`src/rtl/alu_pkg.sv`:
```
// alu_pkg: shared ALU op codes, instruction opcodes, field positions and issue FSM states
package alu_pkg;
    localparam logic [2:0] ALU_ADD = 3'd0;
    localparam logic [2:0] ALU_SUB = 3'd1;
    localparam logic [2:0] ALU_NOT = 3'd2;
    localparam logic [2:0] ALU_SHL = 3'd3;
    localparam logic [2:0] ALU_SHR = 3'd4;
    localparam logic [2:0] ALU_AND = 3'd5;
    localparam logic [2:0] ALU_OR  = 3'd6;
    localparam logic [2:0] ALU_SLT = 3'd7;
    localparam logic [3:0] OP_ADD  = 4'h0;
    localparam logic [3:0] OP_SUB  = 4'h1;
    localparam logic [3:0] OP_NOT  = 4'h2;
    localparam logic [3:0] OP_SHL  = 4'h3;
    localparam logic [3:0] OP_SHR  = 4'h4;
    localparam logic [3:0] OP_AND  = 4'h5;
    localparam logic [3:0] OP_OR   = 4'h6;
    localparam logic [3:0] OP_SLT  = 4'h7;
    localparam logic [3:0] OP_ADDI = 4'h8;
    localparam int OPC_HI = 15;
    localparam int OPC_LO = 12;
    localparam int RD_HI  = 11;
    localparam int RD_LO  = 9;
    localparam int RS1_HI = 8;
    localparam int RS1_LO = 6;
    localparam int RS2_HI = 5;
    localparam int RS2_LO = 3;
    localparam int IMM_HI = 5;
    localparam int IMM_LO = 0;
    typedef enum logic [1:0] {IDLE, DECODE, EXEC, WB} state_t;
endpackage

```
`src/rtl/reg_file_8x16.sv`:
```
// reg_file_8x16: register file, two combinational read ports, one synchronous write port
// ports: clk, reset (sync, active-high, clears all entries), ra1/ra2 -> rd1/rd2, we/wa/wd write
module reg_file_8x16 #(
    parameter int NREG = 8,
    parameter int W    = 16,
    parameter int AW   = $clog2(NREG)
) (
    input  logic          clk,
    input  logic          reset,
    input  logic [AW-1:0] ra1,
    input  logic [AW-1:0] ra2,
    output logic [W-1:0]  rd1,
    output logic [W-1:0]  rd2,
    input  logic          we,
    input  logic [AW-1:0] wa,
    input  logic [W-1:0]  wd
);
    logic [W-1:0] mem [NREG];

    assign rd1 = mem[ra1];
    assign rd2 = mem[ra2];

    always_ff @(posedge clk) begin
        if (reset) begin
            for (int i = 0; i < NREG; i++) mem[i] <= '0;
        end else if (we) begin
            mem[wa] <= wd;
        end
    end
endmodule

```
`src/rtl/alu_issue_ctrl.sv`:
```
// alu_issue_ctrl: multi-cycle issue controller driving an external 16-bit ALU
// ports: clk, reset (sync, active-high); instr_valid/instr_ready/instr handshake;
//        alu_a/alu_b/alu_control registered ALU drive, alu_result/alu_zero ALU response;
//        done pulse with done_rd/done_data/done_zero/done_err completion fields
module alu_issue_ctrl
    import alu_pkg::*;
#(
    parameter int NREG = 8,
    parameter int W    = 16
) (
    input  logic         clk,
    input  logic         reset,
    input  logic         instr_valid,
    output logic         instr_ready,
    input  logic [15:0]  instr,
    output logic [W-1:0] alu_a,
    output logic [W-1:0] alu_b,
    output logic [2:0]   alu_control,
    input  logic [W-1:0] alu_result,
    input  logic         alu_zero,
    output logic         done,
    output logic [2:0]   done_rd,
    output logic [W-1:0] done_data,
    output logic         done_zero,
    output logic         done_err
);
    state_t state, state_nx;
    logic [15:0] ir;
    logic [W-1:0] rd1, rd2;
    logic [3:0] opc;
    logic legal;

    assign opc   = ir[OPC_HI:OPC_LO];
    assign legal = opc <= OP_ADDI;

    reg_file_8x16 #(.NREG(NREG), .W(W)) u_rf (
        .clk  (clk),
        .reset(reset),
        .ra1  (ir[RS1_HI:RS1_LO]),
        .ra2  (ir[RS2_HI:RS2_LO]),
        .rd1  (rd1),
        .rd2  (rd2),
        .we   (done && !done_err),
        .wa   (done_rd),
        .wd   (done_data)
    );

    always_ff @(posedge clk) begin
        if (reset) state <= IDLE;
        else       state <= state_nx;
    end

    always_comb begin
        state_nx = state;
        case (state)
            IDLE:    state_nx = instr_valid ? DECODE : IDLE;
            DECODE:  state_nx = legal ? EXEC : WB;
            EXEC:    state_nx = WB;
            default: state_nx = IDLE;
        endcase
    end

    always_comb begin
        instr_ready = state == IDLE;
        done        = state == WB;
    end

    // done_* load on the edge into WB, so they double as the result registers
    // and stay put until the next completion.
    always_ff @(posedge clk) begin
        if (reset) begin
            ir          <= '0;
            alu_a       <= '0;
            alu_b       <= '0;
            alu_control <= '0;
            done_rd     <= '0;
            done_data   <= '0;
            done_zero   <= 1'b0;
            done_err    <= 1'b0;
        end else begin
            if (state == IDLE && instr_valid) ir <= instr;
            if (state == DECODE && legal) begin
                alu_control <= opc == OP_ADDI ? ALU_ADD : opc[2:0];
                alu_a       <= rd1;
                alu_b       <= opc == OP_ADDI ? {{(W-6){ir[IMM_HI]}}, ir[IMM_HI:IMM_LO]} : rd2;
            end
            if (state == DECODE && !legal) begin
                done_rd   <= ir[RD_HI:RD_LO];
                done_data <= '0;
                done_zero <= 1'b0;
                done_err  <= 1'b1;
            end
            if (state == EXEC) begin
                done_rd   <= ir[RD_HI:RD_LO];
                done_data <= alu_result;
                done_zero <= alu_zero;
                done_err  <= 1'b0;
            end
        end
    end
endmodule

```
`config.mk`:
```
export PLATFORM = sky130hd
export DESIGN_NAME = alu_issue_ctrl
export DESIGN_NICKNAME = d
export VERILOG_FILES = /design/src/rtl/alu_pkg.sv /design/src/rtl/reg_file_8x16.sv /design/src/rtl/alu_issue_ctrl.sv
export SDC_FILE = /design/constraint.sdc
export NUM_CORES = 1
export LEC_CHECK = 0
export BUFFER_PORTS_ARGS = -buffer_cell sky130_fd_sc_hd__buf_4
export CORE_MARGIN = 2
export CORE_UTILIZATION = 64
export DETAILED_ROUTE_END_ITERATION = 12
export PLACE_DENSITY = 0.85
export SLEW_MARGIN = 30
export SYNTH_ARGS = -nofsm -noshare
export SYNTH_HDL_FRONTEND = slang
export SYNTH_SLANG_ARGS = --single-unit
```
`constraint.sdc`:
```
create_clock -name clk -period 3.35 [get_ports clk]
set_clock_uncertainty 0.1 [all_clocks]
set_input_delay 0.67 -clock clk [delete_from_list [all_inputs] [get_ports clk]]
set_output_delay 0.67 -clock clk [all_outputs]
set_load 0.01 [all_outputs]
```
# After elaboration in Yosys (flattened, before gate mapping)
# Memories as Yosys holds them, arrays and structs flattened. A register that Yosys moved wholly into a read port is not among the register bits.
# Cells that the tools add are included.
word_totals:
  ff_bits: 58
  ramBits: 128
  in_bits: 36
  output_inout_bits: 58
  elab_cells: 45
  mem_count: 1
classes:
  order_cmp: 1
  eq_ne: 4
  muxes: 21
  reduce_logical: 10
mem_list:
  columns: ["memory", "words", "word_bits", "rd", "rd_clocked_by_memory_dff", "write_ports", "line_no", "source"]
  rows:
  - ["u_rf.mem", 8, 16, 2, 2, 8, "reg_file_8x16.sv:18", "logic [W-1:0] mem [NREG];"]
ops:
  columns: ["cell", "n"]
  rows:
  - ["two-way mux 16 bit", 4]
  - ["two-way mux 3 bit", 6]
  - ["OR reduction 16 bit", 1]
  - ["two-way mux 1 bit", 10]
  - ["case mux 2 bit (3 select lines)", 1]
  - ["== test 2 bit (second input constant)", 2]
  - ["== test 4 bit (second input constant)", 1]
  - ["<= comparator 4 bit (second input constant)", 1]
  - ["logical AND 1 bit", 4]
  - ["== test 2 x 1 -> 1 bit (second input constant)", 1]
  - ["logical NOT 1 bit", 2]
  - ["logical NOT 2 bit", 1]
  - ["nonzero test 2 bit", 1]
  - ["OR reduction 2 bit", 1]

# Longest topological paths before layout
# Gate-level depths: netlist of the first run.
logic_depth:
  word_depth: 7
  ltp_mapped: 7
  depth_no_buf: 5

# Modules after synthesis
# A second synthesis of the first run with hierarchy kept.
hier_totals:
  hier_cells: 733
  hier_area_um2: 9821.9
by_module_without_submodules:
  columns: ["module", "n_inst", "cells_each", "area_per_inst_um2", "seq_area_each_um2"]
  rows:
  - ["reg_file_8x16", 1, 430, 7000.5, 3843.7]
  - ["alu_issue_ctrl", 1, 303, 2821.5, 1481.4]

# Least setup slack after synthesis of the first run
# OpenSTA, ideal clock, no wires.
synth_path:
  path_type: "input-to-reg"
  start: "in reset"
  end: "mem u_rf.mem[0][0] (enable)"
  setup_time_ns: 0.334
  t_arrival_ns: 1.621
  required_ns: 2.916
  path_slack_ns: 1.296
  stages: 4
  n_path_buf: 0
  path_cell_list: "nor2_1 -> nand3b_1 -> nor3_1 -> or2_2"
synth_rtl:
  columns: ["item", "line_no", "source"]
  rows:
  - ["start, declared", "alu_issue_ctrl.sv:12", "input logic reset,"]
  - ["end, declared", "reg_file_8x16.sv:18", null]

# Worst setup path in the final report of the first run
layout_path:
  start: "reg ir[15]"
  end: "reg done_rd[2]"
layout_via:
  elab_chain_len: 4
layout_lines:
  columns: ["item", "line_no", "source"]
  rows:
  - ["start, declared", "alu_issue_ctrl.sv:28", "logic [15:0] ir;"]
  - ["start signal, assigned", "alu_issue_ctrl.sv:81", "if (state == IDLE && instr_valid) ir <= instr;"]
  - ["<= comparator 4 bit", "alu_issue_ctrl.sv:34", "assign legal = opc <= OP_ADDI;"]
  - ["logical NOT 1 bit", "alu_issue_ctrl.sv:87", "if (state == DECODE && !legal) begin"]
  - ["logical AND 1 bit", "alu_issue_ctrl.sv:87", null]
  - ["nonzero test 2 bit (no line)", null, null]
  - ["end signal, assigned", "alu_issue_ctrl.sv:88", "done_rd <= ir[RD_HI:RD_LO];"]
  - ["end signal, assigned", "alu_issue_ctrl.sv:94", "done_rd <= ir[RD_HI:RD_LO];"]
  - ["end, declared", "alu_issue_ctrl.sv:22", "output logic [2:0] done_rd,"]
# No other way between the ends.
# A chain may end at the register's enable or synchronous reset.

==> results of run 1 <==
==> per-layer routing <==
metal  vias to the layer above  routed length (um)  GRT usage
li1                       2886                   -          -
met3                        79                3240    0.08472
met1                      3136                9094     0.4129
met4                         0                 618    0.08497
met5                         -                   0          0
met2                       487               10530     0.4504
==> cells by family after synthesis <==
kind of cell	Yosys count	synth area share
adder cells (fa/ha/maj)	4	0.005320
multiplexers	110	0.1729
buffers and inverters	58	0.02700
AO/OA/AOI/OAI	100	0.07408
AND/OR/NAND/NOR	268	0.1483
flip-flops	205	0.5724
==> sequential cells by signal (all words and copies together) (netlist names), named ones only <==
name         cells
u_rf.mem       128
alu_a           16
alu_b           16
alu_control      3
ir              16
done_data       16
state            2
done_zero        1
done_rd          3
done_err         1
==> critical path, stage by stage, from the launching register on <==
cell     delay, ns
dfxtp_1       0.46
or4b_1        0.48
buf_4         0.24
a31oi_4       0.65
mux2i_1       0.30
nor2_1        0.05
==> where the power goes <==
part / switching (mW) / internal (mW)
combinational: 0.583 / 0.494
clock: 0.924 / 1.30
sequential: 0.205 / 2.87
==> layout by cell type (no fill, tap or decap), drive strengths merged, types with 3 or more instances in the layout <==
master	instances
a22oi	39
a21oi	24
nor3	14
nor2	60
nor2b	3
mux4	42
mux2i	68
or2	8
dfxtp	77
a211o	5
a31oi	13
nand2	47
edfxtp	128
buf	111
ha	4
clkbuf	36
and2	131
a211oi	17
inv	3
==> per-stage QoR <==
stage	instance area, um^2	instances	hold WS (ns)
after floorplan	9408	745	0.3357
after global placement	10230	984	0.3448
after detailed placement	10230	984	0.3559
after CTS	10880	1022	0.3162
after global routing	10890	1022	0.3352
final	10890	1022	0.3276
==> final cells by class <==
cell class                      count  area, um^2  area share
Clock buffer                       36       641.9     0.05897
Clock inverter                      2       13.76    0.001264
Inverter                            2       7.507   0.0006897
Multi-Input combinational cell    482        3771      0.3464
Sequential cell                   205        5388      0.4949
Tap cell                          184       230.2     0.02115
Timing Repair Buffer              111       833.3     0.07655
==> worst paths after layout <==
path	from	depth (start not counted)	end
worst max-delay path	ir[15]	5	done_rd[2]
worst min-delay path	instr[12]	3	ir[12]
worst max register to register	ir[15]	5	done_rd[2]
worst min register to register	alu_control[1]	2	alu_control[1]
==> synth_stat cells <==
| master | count |
|---|---|
| a211o_1 | 5 |
| a211oi_1 | 17 |
| a21oi_1 | 24 |
| a22oi_1 | 39 |
| a31oi_1 | 12 |
| a31oi_4 | 1 |
| and2_1 | 131 |
| buf_1 | 4 |
| buf_2 | 14 |
| buf_4 | 3 |
| buf_6 | 1 |
| clkbuf_1 | 34 |
| dfxtp_1 | 77 |
| edfxtp_1 | 128 |
| ha_1 | 4 |
| inv_1 | 2 |
| mux2i_1 | 68 |
| mux4_2 | 42 |
| nand2_1 | 47 |
| nand2b_1 | 2 |
| nand3_1 | 1 |
| nand3b_1 | 1 |
| nor2_1 | 60 |
| nor2b_1 | 3 |
| nor3_1 | 14 |
| o31ai_1 | 1 |
| o41ai_1 | 1 |
| or2_2 | 8 |
| or4b_1 | 1 |
==> qor.csv, run 1 <==
metric,value,unit
status,finished clean,
Max Clk Rate,411.6,MHz
Routed Antenna Nets,0,
All-Layer GR Usage,0.2927,
final setup violation count,0,
global-route wire length before repair,35580,um
Startpoint Class,flip-flop,
FF-to-FF setup slack,0.92,ns
Mapped Nets,785,
full die area,0.01569,mm^2
initial DRC count,896,
Hold Crit Class,in2reg,
pre-CTS WS,0.9270,ns
DRC violations left,0,
#FFs+latches synth,205,
GP Congestion,0.9347,
Mapped Cells,745,
vias per cell,6.446,
Pins Over Slew Limit,0,
largest net degree at the start of global routing,58,
CTS tree,built,
fin util,0.7547,
post-CTS sizing,0,
CP arrival,2.69,ns
fin crit share,0.7253,
mean routed wirelength per cell,22.97,um
Post-CTS Setup Bufs,0,
final worst slack,0.9203,ns
Detailed Route WL,23480,um
# clock sinks,205,
initial antenna violation count,0,
fillers,902,
die height,125.2,um
# nets final,863,
post-synthesis sequential area ratio,0.5724,
worst slew margin relative to its limit,0.3006,
CTS Root Cell,clkbuf_16,
Clock Latency Late Sink,0.49,ns
top post-synthesis cells by area,"edfxtp_1 (41%), dfxtp_1 (16%), mux4_2 (10%), and2_1 (8.7%), mux2i_1 (7.2%)",
Die Wd,125.2,um
Final Total Pwr,6.370,mW
Mapped Area,0.009408,mm^2
gr ovfl total,0,
Initial Util,0.6522,
H-tree levels,1,
Slew @ Worst Pin,1.045,ns
worst-path maximum fanout,23,
maximum VDD drop,0.4447,mV
vias in the first global route,6417,
syn avg cell area,12.63,um^2
max_cap viols,0,
half-perimeter wire length after placement,16290,um
PortBufs,93,
critical path data required time,3.61,ns
share of layout cells above drive strength 1,0.2315,
cts-stage hold buffer count,0,
"Hold Vio Cnt, Final",0,
PD cells,585.2,mW/mm^2
count of boundary I/O pins,94,
RSZ-0062 raised after global routing,no,
drt first pass iters,6,
CP endpoint kind,flip-flop,
Clock Path Buffers,3,
share of the synthesized area in the top cell type,0.4086,
synth unique cells,29,
Fin Setup TNS,0,ns
# rows,44,
area growth from synthesis to layout,15.71,%
WS Path Type,reg2reg,
P_leak,4.010,nW
Period minus WS final,2.430,ns
Yosys top cell by area,edfxtp_1,
# diodes,0,
Synth Warn #,0,
CTS Buf Count,21,
Placeable Area,0.01442,mm^2
routed via count,6588,
"Reg clk slew, reported paths",0.06,ns
No activity file was read; power rests on OpenSTA's default activity.
==> run 2, diff against run 1 <==
--- a/config.mk
+++ b/config.mk
@@ -5,11 +5,12 @@
 export SDC_FILE = /design/constraint.sdc
 export NUM_CORES = 1
 export LEC_CHECK = 0
+export ABC_AREA = 1
 export BUFFER_PORTS_ARGS = -buffer_cell sky130_fd_sc_hd__buf_4
 export CORE_MARGIN = 2
-export CORE_UTILIZATION = 64
+export CORE_UTILIZATION = 59
 export DETAILED_ROUTE_END_ITERATION = 12
-export PLACE_DENSITY = 0.85
+export PLACE_DENSITY = 0.8
 export SLEW_MARGIN = 30
 export SYNTH_ARGS = -nofsm -noshare
 export SYNTH_HDL_FRONTEND = slang
==> constraint.sdc (replaced) <==
create_clock -name clk -period 2.4 [get_ports clk]
set_clock_uncertainty 0.1 [all_clocks]
set_input_delay 0.48 -clock clk [delete_from_list [all_inputs] [get_ports clk]]
set_output_delay 0.48 -clock clk [all_outputs]
set_load 0.01 [all_outputs]
==> qor.csv, run 2 <==
metric,value,unit,change
status,finished clean,,
gr ovfl total,0,,unchanged
most frequent cells in the layout,"nor2_1 (188), nand2_1 (144), edfxtp_1 (128), a21oi_1 (121), o21ai_0 (118)",,
fin util,0.6976,,-0.05707
fraction of registers with async set/reset,0,,unchanged
vias in the first global route,7106,,+11%
Top reg by flops,u_rf.mem,,
"Hold Vio Cnt, Final",0,,unchanged
"most common cell after layout, fill and taps aside",nor2_1,,
initial DRC count,1111,,+24%
CP max stage delay,0.36,ns,-0.29 ns
routed via count,8170,,+24%
Mapped Cells,1116,,+50%
largest net degree at the start of global routing,66,,+14%
CP endpoint kind,flip-flop,,
CTS tree,built,,
Mapped Area,0.009687,mm^2,+3.0%
worst-path maximum fanout,17,,-26%
syn avg cell area,8.680,um^2,-31%
cts-stage hold buffer count,0,,unchanged
Pins Over Slew Limit,0,,unchanged
Synth Warn #,0,,unchanged
Slew @ Worst Pin,0.6422,ns,-0.4030 ns
worst slew margin relative to its limit,0.5718,,+0.2713
number of flip-flops in the largest register,128,,unchanged
list of most frequent post-synthesis cells,"nor2_1 (188), nand2_1 (144), edfxtp_1 (128)",,
mean routed wirelength per cell,16.86,um,-27%
Hold Startpoint,instr[13],,
Critical Path Stages,6,,+1
PD cells,874.5,mW/mm^2,+49%
Fin Setup TNS,0,ns,unchanged
count of boundary I/O pins,94,,unchanged
maximum VDD drop,0.6025,mV,+35%
fillers,1241,,+38%
FF-to-FF setup slack,0.40,ns,-0.52 ns
Clock Path Buffers,3,,unchanged
number of synthesized flops with an enable pin,128,,unchanged
CTS Buf Count,21,,unchanged
post-CTS sizing,0,,unchanged
Yosys top cell by area,edfxtp_1,,
H-tree levels,1,,unchanged
"Top FF cell, synth",edfxtp_1,,
Routed Antenna Nets,0,,unchanged
Initial Util,0.6076,,-0.04464
crit-path cells,ha_1 > nand3_2 > nor2_4 > nand2_4 > nand2_1 > buf_4,,
Clock Latency Late Sink,0.50,ns,about the same
Period minus WS final,2.001,ns,-0.4288 ns
"delay-heaviest family, CP",simple AND/OR/NAND/NOR gates,,
Slowest cell on crit path,dfxtp_1,,
area growth from synthesis to layout,14.82,%,
PortBufs,93,,unchanged
FF-to-FF End,u_rf.mem[0][7],,
# clock sinks,205,,unchanged
post-synthesis sequential area ratio,0.5559,,-0.01649
half-perimeter wire length after placement,15930,um,-2.2%
Post-CTS Setup Bufs,0,,unchanged
DRC violations left,0,,unchanged
global-route wire length before repair,37920,um,+6.6%
Hold Crit Class,in2reg,,
CTS Root Cell,clkbuf_16,,
Placeable Area,0.01594,mm^2,+11%
placed cell count,1372,,+39%
Max Clk Rate,499.8,MHz,+21%
All-Layer GR Usage,0.2709,,-0.02182
RSZ-0062 raised after global routing,no,,
Final Total Pwr,9.726,mW,+53%
FF-to-FF path depth,6,,+1
max_cap viols,0,,unchanged
Detailed Route WL,23760,um,+1.2%
Hold Crit Depth,3,,unchanged
P_leak,4.299,nW,+7.2%
# rows,46,,+4.5%
most common cell in the synthesized netlist,nor2_1,,
share of the synthesized area in the top cell type,0.3968,,-0.01177
Startpoint Class,flip-flop,,
GP Congestion,0.8280,,-11%
CP bufs+invs,1,,unchanged
Die Wd,132.1,um,+5.5%
synth unique cells,24,,-17%
share of layout cells above drive strength 1,0.1459,,-0.08565
drt first pass iters,5,,-1
CP arrival,2.08,ns,-0.61 ns
Worst Hold End,ir[13],,
full die area,0.01746,mm^2,+11%
"non-filler cells, final",1409,,+38%
fin crit share,0.8337,,+0.1084
#FFs+latches synth,205,,unchanged
critical path data required time,2.48,ns,-1.13 ns
top post-synthesis cells by area,"edfxtp_1 (40%), dfxtp_1 (16%), nor2_1 (7.3%), a21oi_1 (6.3%), o21ai_0 (6.1%)",,
die height,132.1,um,+5.5%
Mapped Nets,1156,,+47%
"Reg clk slew, reported paths",0.06,ns,about the same
# nets final,1219,,+41%
reg-to-reg critical path startpoint,state[1],,
# diodes,0,,unchanged
vias per cell,5.798,,-10%
WS Path Type,reg2reg,,
final setup violation count,0,,unchanged
initial antenna violation count,0,,unchanged
-- run 2: how the worst max path moves through the flow --
stage,from,end,slack [ns]
floorplan,state[0],u_rf.mem[5][0],0.36
global placement,reset,u_rf.mem[7][12],0.31
detailed placement,reset,u_rf.mem[0][11],0.26
CTS,state[1],u_rf.mem[0][10],0.40
global route,ir[13],alu_a[4],0.30
finish,state[1],u_rf.mem[0][7],0.40
-- run 2: worst min-delay path, delay by kind of cell --
kind,cells,cell delay (ns)
AOI/OAI and AO/OA,1,0.07
buffers and inverters,1,0.07
and+or+nand+nor,1,0.08
-- run 2: cell families (layout without fill, tap and decap cells) --
| family | count (synthesis) | after routing | share of synthesized area |
|---|---|---|---|
| buffers and inverters | 181 | 258 | 0.08564 |
| adders and majority gates | 4 | 4 | 0.005167 |
| AOI/OAI and AO/OA | 302 | 302 | 0.1687 |
| and+or+nand+nor | 424 | 424 | 0.1846 |
| DFF | 205 | 205 | 0.5559 |
-- run 2: area by class of cell --
class / instances / area (um^2) / share of cell area
Clock buffer: 33 / 614.3 / 0.05524
Clock inverter: 4 / 20.02 / 0.001800
Inverter: 102 / 382.9 / 0.03442
Multi-Input combinational cell: 730 / 3472 / 0.3122
Sequential cell: 205 / 5394 / 0.4850
Tap cell: 216 / 270.3 / 0.02430
Timing Repair Buffer: 119 / 968.4 / 0.08707
-- run 2: routing by layer --
metal / GRT usage / wire length, um / up-vias
li1: - / - / 3882
met1: 0.4158 / 10160 / 3739
met2: 0.4057 / 10350 / 505
met3: 0.04537 / 2808 / 44
met4: 0.05978 / 440 / 0
met5: 0 / 0 / -
-- run 2: power by group --
| group | leakage [nW] | switching, mW | internal (mW) |
|---|---|---|---|
| registers | 1.95 | 0.272 | 4.06 |
| logic | 2.03 | 1.50 | 0.859 |
| clock network | 0.316 | 1.28 | 1.76 |
-- run 2: through the flow --
step | setup slack, ns | instance area, um^2 | hold WS [ns]
after floorplan | 0.3612 | 9687 | 0.3441
after global placement | 0.3093 | 10490 | 0.3514
after detailed placement | 0.2616 | 10490 | 0.3587
after CTS | 0.3981 | 11120 | 0.1353
after global routing | 0.3023 | 11120 | 0.1476
final | 0.3992 | 11120 | 0.1407
